**src/rtl/id_scan_pkg.sv**
```systemverilog
// Shared types and constants for the token scanner.
// Character ranges, record kinds and FSM states.
package id_scan_pkg;

  localparam logic [7:0] DIGIT_LO = 8'd48;
  localparam logic [7:0] DIGIT_HI = 8'd57;
  localparam logic [7:0] UPPER_LO = 8'd65;
  localparam logic [7:0] UPPER_HI = 8'd90;
  localparam logic [7:0] LOWER_LO = 8'd97;
  localparam logic [7:0] LOWER_HI = 8'd122;

  localparam logic [1:0] KIND_NONE   = 2'd0;
  localparam logic [1:0] KIND_IDENT  = 2'd1;
  localparam logic [1:0] KIND_NUMBER = 2'd2;
  localparam logic [1:0] KIND_BAD    = 2'd3;

  typedef enum logic [1:0] {
    S_IDLE  = 2'd0,
    S_T_ID  = 2'd1,
    S_T_NUM = 2'd2,
    S_T_BAD = 2'd3
  } state_e;

  // Record kind reported when a token closes in a given state.
  function automatic logic [1:0] kind_of(input state_e s);
    logic [1:0] k;
    k = KIND_NONE;
    unique case (s)
      S_IDLE:  k = KIND_NONE;
      S_T_ID:  k = KIND_IDENT;
      S_T_NUM: k = KIND_NUMBER;
      S_T_BAD: k = KIND_BAD;
    endcase
    return k;
  endfunction

endpackage

```
**src/rtl/char_class.sv**
```systemverilog
// Combinational ASCII character classifier.
// Anything not a digit or letter is a separator.
module char_class
  import id_scan_pkg::*;
(
  input  logic [7:0] char_i,
  output logic       is_digit_o,
  output logic       is_alpha_o
);

  logic upper;
  logic lower;

  assign upper = (char_i >= UPPER_LO) && (char_i <= UPPER_HI);
  assign lower = (char_i >= LOWER_LO) && (char_i <= LOWER_HI);

  assign is_digit_o = (char_i >= DIGIT_LO) && (char_i <= DIGIT_HI);
  assign is_alpha_o = upper || lower;

endmodule

```
**src/rtl/id_token_scanner.sv**
```systemverilog
// Frames an ASCII stream into tokens and emits one
// classified record at a time over valid/ready.
module id_token_scanner
  import id_scan_pkg::*;
#(
  parameter int LEN_W = 6,
  parameter int CNT_W = 16
) (
  input  logic             clk,
  input  logic             reset,
  input  logic             in_valid,
  input  logic [7:0]       in_char,
  input  logic             in_last,
  output logic             in_ready,
  output logic             out_valid,
  output logic [1:0]       out_kind,
  output logic [LEN_W-1:0] out_len,
  input  logic             out_ready,
  output logic [CNT_W-1:0] id_count
);

  logic is_digit;
  logic is_alpha;
  logic alnum;
  logic acc;
  logic hs;
  logic close;

  state_e           state_q, state_d;
  state_e           tok_st;
  logic [LEN_W-1:0] len_q, len_d;
  logic [LEN_W-1:0] len_inc;
  logic [LEN_W-1:0] tok_len;
  logic             ov_q, ov_d;
  logic [1:0]       kind_q, kind_d;
  logic [LEN_W-1:0] olen_q, olen_d;
  logic [CNT_W-1:0] cnt_q, cnt_d;

  char_class u_cc (
    .char_i     (in_char),
    .is_digit_o (is_digit),
    .is_alpha_o (is_alpha)
  );

  assign alnum = is_digit || is_alpha;
  assign acc   = in_valid && !ov_q;
  assign hs    = ov_q && out_ready;

  assign len_inc = (&len_q) ? len_q : len_q + 1'b1;

  // Token state after including the current character.
  always_comb begin
    tok_st  = state_q;
    tok_len = len_q;
    unique case (state_q)
      S_IDLE: begin
        if (is_alpha) begin
          tok_st  = S_T_ID;
          tok_len = LEN_W'(1);
        end else if (is_digit) begin
          tok_st  = S_T_NUM;
          tok_len = LEN_W'(1);
        end
      end
      S_T_ID: begin
        if (alnum) tok_len = len_inc;
      end
      S_T_NUM: begin
        if (is_digit) begin
          tok_len = len_inc;
        end else if (is_alpha) begin
          tok_st  = S_T_BAD;
          tok_len = len_inc;
        end
      end
      S_T_BAD: begin
        if (alnum) tok_len = len_inc;
      end
    endcase
  end

  // A separator closes an open token; in_last closes
  // a token that includes the last character.
  assign close = ((state_q != S_IDLE) && !alnum)
              || (alnum && in_last);

  // Next-state: FSM, length, record and counter.
  always_comb begin
    state_d = state_q;
    len_d   = len_q;
    ov_d    = ov_q;
    kind_d  = kind_q;
    olen_d  = olen_q;
    cnt_d   = cnt_q;
    if (hs) begin
      ov_d = 1'b0;
      if ((kind_q == KIND_IDENT) && !(&cnt_q))
        cnt_d = cnt_q + 1'b1;
    end
    if (acc) begin
      if (close) begin
        ov_d    = 1'b1;
        kind_d  = kind_of(tok_st);
        olen_d  = tok_len;
        state_d = S_IDLE;
        len_d   = '0;
      end else begin
        state_d = tok_st;
        len_d   = tok_len;
      end
    end
  end

  // State registers with synchronous reset.
  always_ff @(posedge clk) begin
    if (reset) begin
      state_q <= S_IDLE;
      len_q   <= '0;
      ov_q    <= 1'b0;
      kind_q  <= KIND_NONE;
      olen_q  <= '0;
      cnt_q   <= '0;
    end else begin
      state_q <= state_d;
      len_q   <= len_d;
      ov_q    <= ov_d;
      kind_q  <= kind_d;
      olen_q  <= olen_d;
      cnt_q   <= cnt_d;
    end
  end

  assign in_ready  = !ov_q;
  assign out_valid = ov_q;
  assign out_kind  = kind_q;
  assign out_len   = olen_q;
  assign id_count  = cnt_q;

endmodule
```
**config.mk**
```make
export PLATFORM = sky130hd
export DESIGN_NAME = id_token_scanner
export DESIGN_NICKNAME = d
export VERILOG_FILES = /design/src/rtl/id_scan_pkg.sv /design/src/rtl/char_class.sv /design/src/rtl/id_token_scanner.sv
export SDC_FILE = /design/constraint.sdc
export NUM_CORES = 1
export LEC_CHECK = 0
export CAP_MARGIN = 10
export CORE_MARGIN = 4
export CORE_UTILIZATION = 40
export DETAILED_ROUTE_END_ITERATION = 6
export GPL_TIMING_DRIVEN = 1
export PLACE_DENSITY = 0.66
export SKIP_LAST_GASP = 1
export SLEW_MARGIN = 10
export SYNTH_ARGS = -nofsm -noshare
export SYNTH_HDL_FRONTEND = slang
export SYNTH_SLANG_ARGS = --single-unit
```
**constraint.sdc**
```tcl
create_clock -name clk -period 4 [get_ports clk]
set_clock_uncertainty 0.05 [all_clocks]
set_input_delay 0.8 -clock clk [delete_from_list [all_inputs] [get_ports clk]]
set_output_delay 0.8 -clock clk [all_outputs]
set_load 0.02 [all_outputs]
```
* Word-level counts from Yosys, hierarchy flattened
Cells that the tools add are included.
** Storage, ports and cells
- Register bits after elaboration :: 33
- Input port bits :: 13
- Output and inout port bits :: 26
- Word-level logic and storage cells :: 61
** Cells by class
- Add/subtract/negate cells :: 2
- $lt $le $gt $ge :: 6
- Equality and inequality tests :: 7
- Mux-type cells :: 18
- Reduce and logical (&&, ||, !) cells :: 22
** Operator list (number)
- $mux W6 :: 7
- $pmux W6 S3 :: 1
- $add A16 B1 Y16 const B :: 1
- $ge A8 B7 Y1 const B :: 2
- $le A8 B7 Y1 const B :: 2
- $reduce_and A16 Y1 :: 1
- $mux W2 :: 5
- $eq A2 B2 Y1 const B :: 4
- $ge A8 B6 Y1 const B :: 1
- $le A8 B6 Y1 const B :: 1
- $logic_and A1 B1 Y1 :: 8
- $pmux W2 S4 :: 1
- $add A6 B1 Y6 const B :: 1
- $eq A2 B1 Y1 const B :: 3
- $reduce_and A6 Y1 :: 1
- $logic_not A2 Y1 :: 2
- $pmux W2 S2 :: 1
- $reduce_and A2 Y1 :: 2
- $logic_not A1 Y1 :: 3
- $logic_or A1 B1 Y1 :: 3
- $mux W1 :: 3
- $reduce_bool A2 Y1 :: 1
- $reduce_or A2 Y1 :: 1

* Logic depth before layout (Yosys ltp)
Gate-level depths: netlist of run 1.
- Depth in word-level cells :: 9
- Depth in mapped cells :: 7
- Mapped depth without buffers :: 7

* Modules after synthesis
From an unflattened synthesis of run 1, not the netlist that was laid out.
** Unflattened totals
- Cell total of the unflattened synthesis :: 228
- Area total of the unflattened synthesis :: 1851.8 sq um
** Modules (own cells, without submodules)
- id_token_scanner :: times used 1, cells an instance 220, area an instance 1800.5 sq um, sequential area each 660.6 sq um
- char_class :: times used 1, cells an instance 8, area an instance 51.3 sq um, sequential area each 0.0 sq um

* Worst setup path before layout of run 1
No wires, ideal clock.
- Kind :: input port to flip-flop
- Start point :: input port in_char[1]
- End point :: register kind_q[1], in the netlist out_kind[1]
- Setup time :: 0.132 ns
- Arrival :: 2.323 ns
- Data required time :: 3.818 ns
- Path slack :: 1.495 ns
- Stages :: 7
- Buffers on the path :: 1
- Cells stage by stage :: or4_4 > nor2_8 > a211oi_4 > a211oi_4 > buf_6 > nor3b_2 > nor3_2
** Between the ends
- Word-level cells in the longest chain between the ends :: 8
- Elaborated cells between the ends (all ways) :: 26
** Ends and longest elaborated chain
- start: declaration :: line id_token_scanner.sv:12 : input logic [7:0] in_char,
- $ge A8 B7 Y1, or another cell as far along :: line char_class.sv:14 : assign upper = (char_i >= UPPER_LO) && (char_i <= UPPER_HI);
- $logic_and A1 B1 Y1 (on tied branches) :: line char_class.sv:14, char_class.sv:15
- $logic_or A1 B1 Y1 :: line char_class.sv:18 : assign is_alpha_o = upper || lower;
- $mux W2 or $logic_or A1 B1 Y1 (tied branches) :: line id_token_scanner.sv:71, id_token_scanner.sv:45
- $mux W2 or $logic_not A1 Y1 (tied branches) :: line id_token_scanner.sv:69, id_token_scanner.sv:84
- $pmux W2 S2 or $logic_and A1 B1 Y1 (tied branches) :: line id_token_scanner.sv:55, id_token_scanner.sv:84
- $eq A2 B2 Y1, or another cell as far along :: line id_scan_pkg.sv:28 : unique case (s)
- $pmux W2 S4 or $reduce_and A2 Y1 (tied branches)
- end signal: assignment :: line id_token_scanner.sv:127 : kind_q <= kind_d;
- end: declaration :: line id_token_scanner.sv:35 : logic [1:0] kind_q, kind_d;
Parallel ways exist; a longest one is shown, timed or not.
A chain may end at the register's enable or synchronous reset.

* Worst setup path after layout of run 1
Ends and elaborated chain as after synthesis.

==> results.toml, run 1 <==
[outcome]
outcome = "completed"

[place]
place_congestion = 0.895
pre_cts_slack_ns = 0.736
dp_cells = 282
hpwl_um = 2710
port_buffers = 38

[power_and_ir_drop]
powerDensity_mw_per_mm2 = 325
ir_drop_uv = 213
p_leak_nw = 0.761

[floorplanning]
placementRows = 23
die_h_um = 73.7
core_mm2 = 0.00409
dieArea_mm2 = 0.00543
die_x_um = 73.7
floorplan.initialDensity_pct = 42.2
ioPinCount = 39

[min_path]
hold_class = "flip-flop to flip-flop"

[synth]
seq_area_frac_synth_pct = 38.3
synth_area_leaders = "dfxtp_1 38%, nor2_1 5.9%, xor2_1 5.1%"
synth_area_leader_cell = "dfxtp_1"
syn-num-nets = 215
synth-edff-count = 0
synth.most_common_cell = "dfxtp_1"
ys_warn_count = 0
synth_top_area_share_pct = 38.3
avgSynthCellArea_um2 = 8.63
synth.top_cells.by_count = "33 x dfxtp_1, 27 x nor2_1, 14 x nand2_1"
syn_area_mm2 = 0.00173
synthArstFlopShare_pct = 0
synth.distinct_cells = 47
syn_inst = 200
yosys_most_used_dff = "dfxtp_1"
synth_seq_cells = 33

[layout]
diodes = 0
area_growth_pct = 30.7
fin_cells = 290
fin_util_pct = 55.2
nets = 254
drive_gt1_share_pct = 9.58
num-fill-cells = 388

[critical_path]
crit_arrival_ns = 3.08
cp_num_buf_inv = 2
startpoint_type = "input pin"
critPathKind = "input pin to flip-flop"
cp.required_ns = 4.10
max_stage_delay_ns = 0.44
crit_path_max_fanout = 11
crit_family = "compound AO/OA/AOI/OAI gates"
critPathCaptureType = "flip-flop"
cp_slowest_cell = "clkdlybuf4s50_1"
path_cells = "clkdlybuf4s50_1 > o21ai_0 > nand4_1 > a21o_2 > a211oi_4 > buf_4 > nor3b_2 > nor3_2"

[detailed_routing]
drt-vias-per-instance = 5.29
avgRoutedWirePerCell_um = 12.9
wl_um = 3740
dr_total_vias = 1534
drtAntennaViolNets = 0
drc = 0
drt-initial-drc-count = 107
drt_pass1_iterations = 4

[global_routing]
gr-total-overflow = 0
grt_max_degree = 19
grt_first_pass_wirelength_um = 6310
grt_pass1_vias = 1428
track_usage_pct = 15.0
antenna_found_initial = 0

[clock_network]
h-tree-depth = 2
postCtsSetupRepairBufs = 0
cts_resized = 0
clk_pin_slew_ns = 0.07
cts.sinks = 33
cts_root_buf = "clkbuf_8"
numCtsBuffers = 5
cts_tree = "built"
cts_hold_buf = 0
clk_latency_ns = 0.28
cts_buffer_depth = 2

[timing]
hold_violations = 0
rsz0062_at_grt = "false"
maxSlewHeadroom_pct = 54.6
worstMarginPinSlew_ns = 0.679
fin_crit_ns = 2.98
setup_viol_count_final = 0
fmax_mhz = 335
setup_slack_ns = 1.02
finalCritPeriodShare_pct = 74.6
setup_tns_ns = 0
drv_slew = 0

[run]
cap_violations = 0
[power breakdown]
part	switching (mW)	internal [mW]	total (mW)
Clock	0.119	0.203	0.322
Sequential	0.00407	0.333	0.337
Combinational	0.0403	0.0337	0.0740
Total	0.164	0.570	0.733
[area by class of cell]
class                           instances  area, um2  share of cell area (%)
Multi-Input combinational cell        151        990                    43.9
Sequential cell                        33        661                    29.3
Timing Repair Buffer                   40        395                    17.5
Clock buffer                            7       86.3                    3.83
Tap cell                               50       62.6                    2.77
Clock inverter                          1       30.0                    1.33
Inverter                                8       30.0                    1.33
[per-stage QoR]
stage               area [um2]  power, mW  hold slack, ns
floorplan                 1730      0.391           0.425
global placement          2140      0.418           0.414
detailed placement        2140      0.419           0.434
CTS                       2250      0.744           0.445
global route              2250      0.766           0.485
finish                    2250      0.733           0.432
[flip-flops by register name, indices dropped and copies added, names as in the netlist]
register / count
state_q: 2
len_q: 6
out_kind: 2
out_len: 6
id_count: 16
out_valid: 1
[cell usage in the layout, fill, tap and decap left out, drive strengths merged, types with 5 or more instances in the layout]
cell type / n
nor2b: 6
nor3: 6
nand2: 14
nand3: 10
xor2: 10
dfxtp: 33
clkdlybuf4s50: 38
or3: 5
a211oi: 8
clkbuf: 7
inv: 8
a21oi: 13
o21ai: 5
nor2: 28
[worst reg2reg max path: stages, from the launching register on]
cell,delay (ns)
dfxtp_1,0.35
ha_1,0.23
and2_1,0.17
and4_1,0.22
nor3_1,0.54
nand3_1,0.17
xnor2_1,0.14
nor2b_1,0.12
[cell families (layout without fill, tap and decap cells)]
kind of cell    count (synthesis)  count (layout)  synth area share (%)
buf+inv                        16              56                  4.35
flops                          33              33                  38.3
fa+ha+maj                       2               2                  1.45
xor+xnor                       14              14                  7.11
simple gates                   88              88                  27.4
compound gates                 42              42                  18.4
mux                             5               5                  2.97
[metal layers]
layer / wire length [um] / vias to the layer above / global-route usage (%)
met2: 1740 / 33 / 23.5
met1: 1760 / 709 / 18.9
li1: - / 786 / -
met3: 196 / 6 / 4.92
met5: 0 / - / 0
met4: 48 / 0 / 5.84
[path summary, 6_finish.rpt]
| path | slack, ns | from | endpoint | depth (start not counted) |
|---|---|---|---|---|
| hold reg to reg | 0.43 | out_len[0] | out_len[0] | 2 |
| setup reg to reg | 1.91 | id_count[0] | id_count[15] | 7 |
| hold / removal | 0.43 | out_len[0] | out_len[0] | 2 |
| setup / recovery | 1.02 | in_char[1] | out_kind[1] | 8 |
No activity file was read; power rests on OpenSTA's default activity.
==> inputs of run 2 (changes only) <==
==> constraint.sdc (replaced) <==
create_clock -name clk -period 3.11 [get_ports clk]
set_clock_uncertainty 0.05 [all_clocks]
set_input_delay 0.622 -clock clk [delete_from_list [all_inputs] [get_ports clk]]
set_output_delay 0.622 -clock clk [all_outputs]
set_load 0.02 [all_outputs]
==> results.toml, run 2 (synthesis gave the netlist of run 1 again) <==
[outcome]
outcome = "completed"

[global_routing]
track_usage_pct = 16.7
grt_max_degree = 31
grt_pass1_vias = 1479
gr-total-overflow = 0
antenna_found_initial = 0
grt_first_pass_wirelength_um = 6990

[timing]
fmax_mhz = 394
hold_violations = 0
fin_crit_ns = 2.54
rsz0062_at_grt = "false"
maxSlewHeadroom_pct = 54.9
setup_viol_count_final = 0
finalCritPeriodShare_pct = 81.6
setup_tns_ns = 0
drv_slew = 0
worstMarginPinSlew_ns = 0.674

[floorplanning]
dieArea_mm2 = 0.00543
die_h_um = 73.7
core_mm2 = 0.00409
die_x_um = 73.7
placementRows = 23
ioPinCount = 39
floorplan.initialDensity_pct = 42.2

[critical_path]
startpoint_type = "input pin"
crit_path_end = "len_q[4]"
critPathCaptureType = "flip-flop"
crit_arrival_ns = 2.70
rr_worst_depth = 7
r2r-end = "id_count[5]"
cp.required_ns = 3.27
reg2reg_setup_slack_ns = 1.09
worstSetupStartpoint = "in_char[1]"
r2r-start = "id_count[0]"
critPathKind = "input pin to flip-flop"
crit_path_max_fanout = 11

[power_and_ir_drop]
clkPwrFrac_pct = 37.3
ir_drop_uv = 280
powerDensity_mw_per_mm2 = 378
intPower_mw = 0.628
power_frac_seq_pct = 51.2
pwr-share-comb_pct = 11.5
swShare_pct = 25.9
p_leak_nw = 0.763
p_total_mw = 0.847
p_sw_mw = 0.219

[clock_network]
numCtsBuffers = 5
cts_buffer_depth = 2
h-tree-depth = 2
cts_root_buf = "clkbuf_8"
cts_resized = 0
postCtsSetupRepairBufs = 0
cts_tree = "built"
cts_hold_buf = 0
cts.sinks = 33
clk_latency_ns = 0.29
clk_pin_slew_ns = 0.07

[layout]
layout_common_cells = "38 x clkdlybuf4s50_1, 33 x dfxtp_1, 27 x nor2_1"
drive_gt1_share_pct = 10.7
final_common_cell = "clkdlybuf4s50_1"
area_growth_pct = 30.0
nets = 257
diodes = 0
stdcell_area_mm2 = 0.00224
largest_reg_flops = 16

[detailed_routing]
drt-vias-per-instance = 5.20
drt-initial-drc-count = 115
drt_pass1_iterations = 4
dr_total_vias = 1523
drc = 0
wl_um = 3960
avgRoutedWirePerCell_um = 13.5
drtAntennaViolNets = 0

[place]
hpwl_um = 2780
postPlaceCellArea_mm2 = 0.00216
place_congestion = 0.904
port_buffers = 38

[min_path]
hold_class = "flip-flop to flip-flop"
hp-start = "out_len[0]"

[run]
cap_violations = 0
run 2: cell types whose count changed in the layout (fill, tap and decap cells not counted):
| cell | previous run | this run |
|---|---|---|
| bufinv_16 | 1 | 0 |
| clkinv_2 | 0 | 2 |
| clkbuf_8 | 6 | 5 |
| buf_4 | 2 | 5 |
run 2: area by class of cell:
class | instances | area (um2)
Fill cell | 381 | 1840
Multi-Input combinational cell | 151 | 990
Sequential cell | 33 | 661
Timing Repair Buffer | 43 | 418
Clock buffer | 6 | 72.6
Tap cell | 50 | 62.6
Inverter | 8 | 30.0
Clock inverter | 2 | 10.0
run 2: metal layers:
metal | track usage (%) | wire (um) | up-vias
met5 | 0 | 0 | -
met4 | 7.24 | 74 | 0
met3 | 5.20 | 231 | 7
met1 | 22.2 | 1870 | 688
met2 | 24.7 | 1780 | 40
li1 | - | - | 788
run 2: worst min-delay path by stage:
stage            endpoint  slack, ns  cells after the start
2_1_floorplan    len_q[3]       0.43                      2
6_report       out_len[0]       0.42                      2
4_1_cts        out_len[0]       0.43                      2
5_1_grt        out_len[0]       0.48                      2
3_3_place_gp   out_len[0]       0.41                      2
3_5_place_dp   out_len[0]       0.42                      2
run 2: stage by stage:
stage	worst slack (ns)	utilization [%]	instances	hold WS, ns
2_1_floorplan	0.783	-	200	0.425
3_3_place_gp	0.314	52.9	285	0.407
3_5_place_dp	0.291	52.9	285	0.416
4_1_cts	0.573	54.9	293	0.427
5_1_grt	0.426	54.9	293	0.476
6_report	0.572	54.9	293	0.423
run 2: power groups by stage:
stage	clock network, mW	registers [mW]	logic, mW
4_1_cts	0.327	0.433	0.0987
3_3_place_gp	0	0.443	0.0973
2_1_floorplan	0	0.447	0.0559
3_5_place_dp	0	0.443	0.0980
6_report	0.316	0.433	0.0978
5_1_grt	0.345	0.434	0.107
run 2: critical path, stage by stage:
cell and delay (ns):
clkdlybuf4s50_1 0.43, or4_4 0.58, nor2_8 0.16, a21o_2 0.26, a21oi_2 0.13, or3_1 0.38, a21oi_1 0.12
==> inputs of run 3 (changes only) <==
--- a/config.mk
+++ b/config.mk
@@ -10,7 +10,7 @@
 export CORE_UTILIZATION = 40
 export DETAILED_ROUTE_END_ITERATION = 6
 export GPL_TIMING_DRIVEN = 1
-export PLACE_DENSITY = 0.66
+export PLACE_DENSITY = 0.68
 export SKIP_LAST_GASP = 1
 export SLEW_MARGIN = 10
 export SYNTH_ARGS = -nofsm -noshare
==> constraint.sdc (replaced) <==
create_clock -name clk -period 2.3 [get_ports clk]
set_clock_uncertainty 0.05 [all_clocks]
set_input_delay 0.46 -clock clk [delete_from_list [all_inputs] [get_ports clk]]
set_output_delay 0.46 -clock clk [all_outputs]
set_load 0.02 [all_outputs]
==> results.toml, run 3 (synthesis gave the netlist of run 1 again) <==
[critical_path]
cp_num_buf_inv = 3
r2r-end = "len_q[5]"
crit_arrival_ns = 2.42
critPathKind = "input pin to flip-flop"
r2r-start = "len_q[0]"
max_stage_delay_ns = 0.49
startpoint_type = "input pin"
cp.required_ns = 2.47
crit_family = "compound AO/OA/AOI/OAI gates"
cp_slowest_cell = "clkdlybuf4s50_1"
critPathCaptureType = "flip-flop"
crit_path_max_fanout = 5
path_cells = "clkdlybuf4s50_1 > buf_4 > nor2_8 > buf_4 > a2111oi_0 > o22ai_1 > or3_1 > a21oi_1"
reg2reg_setup_slack_ns = 0.39
crit_path_frequent_cell = "buf_4"
rr_worst_depth = 5

[place]
hpwl_um = 2950
port_buffers = 38
pre_cts_slack_ns = -0.377
place_congestion = 0.899

[detailed_routing]
drt-initial-drc-count = 104
dr_total_vias = 1635
wl_um = 4010
avgRoutedWirePerCell_um = 12.9
drt_pass1_iterations = 5
drtAntennaViolNets = 0
drt-vias-per-instance = 5.24
drc = 0

[clock_network]
cts_buffer_depth = 2
clk_latency_ns = 0.28
numCtsBuffers = 5
cts_root_buf = "clkbuf_8"
clk_pin_slew_ns = 0.06
cts_hold_buf = 0
cts.sinks = 33
cts_tree = "built"
h-tree-depth = 2

[run]
cap_violations = 0

[timing]
drv_slew = 0
maxSlewHeadroom_pct = 66.1
fmax_mhz = 445
setup_slack_ns = 0.0508
worstMarginPinSlew_ns = 0.495
rsz0062_at_grt = "false"
fin_crit_ns = 2.25
setup_viol_count_final = 0
hold_violations = 0
finalCritPeriodShare_pct = 97.8

[power_and_ir_drop]
p_leak_nw = 0.896
ir_drop_uv = 490
p_total_mw = 1.18
powerDensity_mw_per_mm2 = 485

[min_path]
hp-start = "out_len[0]"
hold_class = "flip-flop to flip-flop"
hold_end = "out_len[0]"
holdPathStages = 2

[layout]
largest_reg_flops = 16
fin_util_pct = 59.3
num-fill-cells = 371
nets = 277
diodes = 0
drive_gt1_share_pct = 17.6
area_growth_pct = 40.4
layout_common_cells = "34 x clkdlybuf4s50_1, 33 x dfxtp_1, 27 x nor2_1"
final_common_cell = "clkdlybuf4s50_1"

[floorplanning]
ioPinCount = 39
floorplan.initialDensity_pct = 42.2
die_h_um = 73.7
die_x_um = 73.7
dieArea_mm2 = 0.00543
placementRows = 23
core_mm2 = 0.00409

[outcome]
outcome = "completed"

[global_routing]
grt_max_degree = 12
track_usage_pct = 16.3
grt_first_pass_wirelength_um = 6960
gr-total-overflow = 0
grt_pass1_vias = 1577
antenna_found_initial = 0
## run 3: cell count changes in the layout (fill, tap and decap cells not counted)
| cell | previous run | this run |
|---|---|---|
| clkdlybuf4s50_1 | 38 | 34 |
| dlymetal6s2s_1 | 0 | 4 |
| a21o_2 | 1 | 0 |
| o21ai_1 | 1 | 2 |
| o21ai_0 | 3 | 2 |
| buf_6 | 0 | 1 |
| clkbuf_8 | 5 | 6 |
| buf_4 | 5 | 24 |
| a211oi_1 | 4 | 3 |
| clkinv_2 | 2 | 0 |
| a211oi_2 | 2 | 3 |
| a21o_4 | 0 | 1 |
## run 3: area by class of cell
class,count,area (um2),area share [%]
flip-flops and latches,33,661,27.3
clock buffers,7,86.3,3.56
well taps,50,62.6,2.58
inverters,8,30.0,1.24
repair buffers,63,582,24.0
multi-input cells,151,1000,41.3
## run 3: layer usage
metal,global-route usage (%),up-vias,wire (um)
met1,20.8,759,1850
met5,0,-,0
met3,4.92,6,213
met2,25.9,40,1880
li1,-,830,-
met4,6.04,0,65
## run 3: metrics by stage
stage	instance area [um2]	std cells	hold slack, ns	setup TNS [ns]
2_1_floorplan	1730	200	0.425	0
3_5_place_dp	2290	302	0.426	-4.24
4_1_cts	2390	311	0.436	-0.00587
6_report	2420	312	0.427	0
5_1_grt	2420	312	0.470	0
3_3_place_gp	2290	302	0.417	-3.46
## run 3: worst min-delay path, cell delays in order, from the launching register on
cell and delay (ns):
dfxtp_1 0.31, nand2b_1 0.06, a21oi_1 0.05
## run 3: report_power, final
group / total [mW] / switching, mW / leakage (nW) / internal (mW)
logic: 0.156 / 0.0768 / 0.585 / 0.0793
registers: 0.586 / 0.00712 / 0.266 / 0.579
clock network: 0.434 / 0.197 / 0.0443 / 0.237
total: 1.18 / 0.280 / 0.896 / 0.896
## run 3: timing repair
| item | CTS | global route |
|---|---|---|
| gates cloned | 0 | 0 |
| setup buffers | 2 | 1 |
| pin swaps | 1 | 6 |
| resized for setup | 0 | 8 |
| setup endpoints to repair | 5 | 14 |
## run 3: worst max-delay path by stage
stage,slack [ns],endpoint,cells after the start,start
final,0.05,len_q[5],8,in_char[0]
after global routing,0.004,len_q[5],8,in_char[7]
after CTS,-0.006,out_len[0],9,in_char[1]
after detailed placement,-0.38,out_len[4],8,in_char[1]
after global placement,-0.29,out_len[4],8,in_char[1]
after floorplan,0.14,out_kind[1],7,in_char[1]
